## config.mk

```make
export PLATFORM = sky130hd
export DESIGN_NAME = light_phase_timer
export DESIGN_NICKNAME = d
export VERILOG_FILES = /design/src/rtl/light_phase_timer.sv
export SDC_FILE = /design/constraint.sdc
export NUM_CORES = 1
export LEC_CHECK = 0
export ABC_AREA = 0
export CORE_MARGIN = 4
export CORE_UTILIZATION = 50
export CTS_CLUSTER_DIAMETER = 80
export CTS_CLUSTER_SIZE = 10
export DETAILED_ROUTE_END_ITERATION = 8
export PLACE_DENSITY = 0.88
export SKIP_LAST_GASP = 1
export SYNTH_ARGS = -nofsm -noshare
export SYNTH_HDL_FRONTEND = slang
export SYNTH_SLANG_ARGS = --single-unit
```

## constraint.sdc

```tcl
create_clock -name clk -period 2.39 [get_ports clk]
set_clock_uncertainty 0.15 [all_clocks]
set_input_delay 0.478 -clock clk [delete_from_list [all_inputs] [get_ports clk]]
set_output_delay 0.478 -clock clk [all_outputs]
set_load 0.03 [all_outputs]
```

## src/rtl/light_phase_timer.sv

```systemverilog
// Phase sequencer for the traffic light: drives the shared comparator with val/comp_with and
// cross-checks its result. Optional pedestrian WALK phase is built with `define PED_REQ_EN.
//
// state     | meaning
// ----------+-----------------------------------------------------------
// ST_RED    | red lamp, counting RED_TIME+1 cycles
// ST_GREEN  | green lamp, counting GREEN_TIME+1 cycles
// ST_YELLOW | yellow lamp, counting YELLOW_TIME+1 cycles
// ST_WALK   | red lamp plus walk, counting WALK_TIME+1 cycles (PED_REQ_EN)
// ST_FAULT  | comparator disagreed with internal compare; blink yellow until rst
module light_phase_timer #(
    parameter int unsigned RED_TIME    = 4,
    parameter int unsigned GREEN_TIME  = 5,
    parameter int unsigned YELLOW_TIME = 2,
    parameter int unsigned WALK_TIME   = 3
) (
    input  logic       clk,
    input  logic       rst,
    input  logic       comp,
`ifdef PED_REQ_EN
    input  logic       ped_req,
    output logic       walk,
`endif
    output logic [2:0] val,
    output logic [2:0] comp_with,
    output logic [2:0] light,
    output logic       phase_done,
    output logic       err
);

    if (RED_TIME > 7 || GREEN_TIME > 7 || YELLOW_TIME > 7 || WALK_TIME > 7) begin : g_param_check
        $error("light_phase_timer: phase times must be in 0..7");
    end

    localparam logic [2:0] T_RED    = 3'(RED_TIME);
    localparam logic [2:0] T_GREEN  = 3'(GREEN_TIME);
    localparam logic [2:0] T_YELLOW = 3'(YELLOW_TIME);
`ifdef PED_REQ_EN
    localparam logic [2:0] T_WALK   = 3'(WALK_TIME);
`endif

    localparam logic [2:0] LIGHT_RED    = 3'b100;
    localparam logic [2:0] LIGHT_YELLOW = 3'b010;
    localparam logic [2:0] LIGHT_GREEN  = 3'b001;
    localparam logic [2:0] LIGHT_OFF    = 3'b000;

    typedef enum logic [2:0] {
        ST_RED    = 3'd0,
        ST_GREEN  = 3'd1,
        ST_YELLOW = 3'd2,
        ST_FAULT  = 3'd3
`ifdef PED_REQ_EN
        ,
        ST_WALK   = 3'd4
`endif
    } state_t;

    state_t state;
    logic   eq;
    logic   mismatch;

    assign eq         = (val == comp_with);
    assign mismatch   = (eq != comp) && (state != ST_FAULT);
    assign phase_done = comp && (state != ST_FAULT);

`ifdef PED_REQ_EN
    logic ped_latch;
    logic go_walk;

    // A request in the final RED cycle is taken directly, without passing through the latch.
    assign go_walk = (state == ST_RED) && comp && !mismatch && (ped_latch || ped_req);
`endif

    always_ff @(posedge clk) begin
        if (rst) begin
            state     <= ST_RED;
            val       <= 3'd0;
            comp_with <= T_RED;
            light     <= LIGHT_RED;
            err       <= 1'b0;
`ifdef PED_REQ_EN
            walk      <= 1'b0;
            ped_latch <= 1'b0;
`endif
        end else begin
`ifdef PED_REQ_EN
            if (go_walk) begin
                ped_latch <= 1'b0;
            end else if (ped_req) begin
                ped_latch <= 1'b1;
            end
`endif
            if (state == ST_FAULT) begin
                light <= (light == LIGHT_YELLOW) ? LIGHT_OFF : LIGHT_YELLOW;
            end else if (mismatch) begin
                // val and comp_with freeze at the values that exposed the fault
                state <= ST_FAULT;
                err   <= 1'b1;
                light <= LIGHT_YELLOW;
`ifdef PED_REQ_EN
                walk  <= 1'b0;
`endif
            end else if (comp) begin
                val <= 3'd0;
                case (state)
                    ST_RED: begin
`ifdef PED_REQ_EN
                        if (go_walk) begin
                            state     <= ST_WALK;
                            comp_with <= T_WALK;
                            light     <= LIGHT_RED;
                            walk      <= 1'b1;
                        end else begin
                            state     <= ST_GREEN;
                            comp_with <= T_GREEN;
                            light     <= LIGHT_GREEN;
                        end
`else
                        state     <= ST_GREEN;
                        comp_with <= T_GREEN;
                        light     <= LIGHT_GREEN;
`endif
                    end
                    ST_GREEN: begin
                        state     <= ST_YELLOW;
                        comp_with <= T_YELLOW;
                        light     <= LIGHT_YELLOW;
                    end
                    ST_YELLOW: begin
                        state     <= ST_RED;
                        comp_with <= T_RED;
                        light     <= LIGHT_RED;
                    end
`ifdef PED_REQ_EN
                    ST_WALK: begin
                        state     <= ST_GREEN;
                        comp_with <= T_GREEN;
                        light     <= LIGHT_GREEN;
                        walk      <= 1'b0;
                    end
`endif
                    default: begin
                        state <= ST_FAULT;
                        err   <= 1'b1;
                        light <= LIGHT_YELLOW;
                    end
                endcase
            end else begin
                val <= val + 3'd1;
            end
        end
    end

endmodule

```

==> flow_metrics.py <==
metrics = {
    "sta": {
        "fin_setup_tns_ps": 0,
        "rsz0062_at_grt": "no",
        "setup_viol": 0,
        "post-route-period-util_pct": 87.6,
        "clock.fmax_mhz": 478,
        "slew_viol_final": 0,
        "relSlewSlack_pct": 78.6,
        "hold_ws_ps": 340,
        "min_period_ps": 2090,
        "tightestPinTransition_ps": 321,
        "final_hold_viol_count": 0,
    },
    "grt": {
        "grt_pass1_wl_um": 2820,
        "track_usage_pct": 17.7,
        "grt_max_degree": 12,
        "grt_pass1_vias": 666,
        "antenna_found_initial": 0,
        "grt-ovfl-total": 0,
    },
    "power": {
        "power_per_cell_area_nw_per_um2": 558,
        "p_leak_uw": 0.000381,
        "vdd_drop_max_mv": 0.313,
    },
    "routing": {
        "drc": 0,
        "avgViaCountPerCell": 5.84,
        "firstDrtPassIters": 4,
        "wl_per_cell_um": 14.3,
        "ant_nets": 0,
        "vias": 683,
        "wl_um": 1670,
        "drt_iter0_drc": 7,
    },
    "yosys": {
        "seq_area_frac_synth_pct": 30.9,
        "synth_area_um2": 777,
        "netlist_instances": 85,
        "synth.distinct_cells": 35,
        "syn_area_per_cell_um2": 9.14,
        "syn_nets": 95,
        "async_flop_share_pct": 0,
        "synth-warning-count": 0,
        "synth_edf_count": 0,
        "synth_ff_type": "dfxtp_1",
        "ys_seq_elements": 12,
    },
    "critical_path": {
        "reg2reg_slack_ps": 630,
        "path_cells": "clkdlybuf4s50_1",
        "rr_worst_depth": 4,
        "start_kind": "register",
        "worst_path_dominant_cell_family": "buffers and inverters",
        "cp_max_fo": 5,
        "crit_arrival_ps": 1470,
        "r2r-end": "comp_with[0]",
        "worst-path-buf-inv": 1,
        "path_class": "register to output port",
        "r2r_start": "val[1]",
        "cp_slowest_cell": "clkdlybuf4s50_1",
        "crit_path_end_kind": "output port",
        "cp_data_required_time_ps": 1760,
        "crit_start": "val[0]",
        "max_stage_delay_ps": 730,
    },
    "clocking": {
        "clkLatencyLatePin_ps": 280,
        "clock-root-buffer": "clkbuf_4",
        "numCtsBuffers": 3,
        "cts_resized": 0,
        "cts_setup_buffers": 0,
        "clock-sinks": 12,
        "ctsHtreeMaxLevel": 1,
        "clk_pin_slew_ps": 80,
        "cts_max_path_buffers": 2,
        "cts_tree": "built",
        "ctsHoldBuffers": 0,
    },
    "worst_hold_path": {
        "hold_path.class": "register to register",
        "holdPathStages": 1,
        "hold_start": "err",
        "hold_end": "err",
    },
    "floorplanning": {
        "initial_core_util_pct": 56.2,
        "rows": 13,
        "io_pins": 14,
        "dieArea_um2": 2250,
        "core_um2": 1380,
        "die_w_um": 47.4,
        "die_y_um": 47.4,
    },
    "layout": {
        "nets": 113,
        "n_antenna_cell": 0,
        "areaGrowthSynthToFinish_pct": 24.8,
        "drive_gt1_share_pct": 15.7,
        "final_cells": 117,
        "mostFrequentLayoutCells": "dfxtp_1 (12), clkdlybuf4s50_1 (12), nor2_1 (8), nand2_1 (7), ha_1 (7)",
    },
    "outcome": {
        "status": "finished, final reports clean",
    },
    "placement": {
        "io_buffer_count": 13,
        "placed_cells": 113,
        "place_congestion": 0.890,
        "dp_hpwl_um": 1250,
    },
    "job": {
        "max_cap_viol_count": 0,
    },
}
cells in the mapped netlist, types with 2 or more instances:
master	count	share of area, %
a211oi_1	2	1.9
nor3_1	2	1.3
mux2i_1	3	3.9
nand3_1	5	3.2
nor2_1	8	3.9
a21oi_1	2	1.3
ha_1	7	11
inv_1	4	1.9
dfxtp_1	12	31
nand2_1	7	3.4
and3_1	3	2.4
xnor2_2	3	6.3
clkbuf_1	2	0.97
nor2b_1	2	1.6
o211ai_1	2	1.9
o21ai_0	2	1.3
stage by stage:
stage / cell area, µm² / utilization (%) / power [µW] / worst slack (ps)
after floorplan: 777 / - / 331 / 520
after global placement: 933 / 67.5 / 375 / 348
after detailed placement: 933 / 67.5 / 379 / 326
after CTS: 970 / 70.1 / 540 / 285
after global routing: 970 / 70.1 / 565 / 190
final: 970 / 70.1 / 541 / 296
report_power, final:
part / switching [µW] / internal, µW / leakage [µW]
clock network: 73.6 / 92.6 / 0.0000210
registers: 18.9 / 214 / 0.0000989
logic: 78.6 / 62.7 / 0.000262
total: 171 / 370 / 0.000381
cell families (layout without fill, tap and decap cells):
group | count (synthesis) | count (layout) | synth area share (%)
AOI/OAI and AO/OA | 17 | 17 | 17.9
xor gates and xnor gates | 4 | 4 | 7.41
adders and majority gates | 7 | 7 | 11.3
buffers and inverters | 9 | 26 | 4.99
DFF | 12 | 12 | 30.9
muxes | 4 | 4 | 5.80
and+or+nand+nor | 32 | 32 | 21.7
state kept, by name (all words and copies together), names as in the netlist:
register and count:
light 3, val 3, comp_with 3, state 2, err 1
layout make-up:
type / instances / area (µm²)
multi-input cells: 64 / 498
fillers: 107 / 413
flip-flops and latches: 12 / 240
repair buffers: 17 / 158
clock buffers: 4 / 36.3
inverters: 5 / 18.8
well taps: 15 / 18.8
per-layer routing:
metal / GRT usage [%] / part of all wire, % / vias up / wire length (µm)
li1: - / - / 341 / -
met1: 21.4 / 47 / 325 / 784
met2: 30.2 / 48 / 15 / 799
met3: 4.89 / 4.5 / 2 / 75
met4: 5.52 / 0.48 / 0 / 8
met5: 0 / 0 / - / 0
worst max path at each step:
stage	cells after the start	endpoint
5_1_grt	4	phase_done
3_5_place_dp	4	phase_done
2_1_floorplan	3	phase_done
4_1_cts	1	val[1]
3_3_place_gp	4	phase_done
6_report	1	val[0]
No activity file was read; power rests on OpenSTA's default activity.
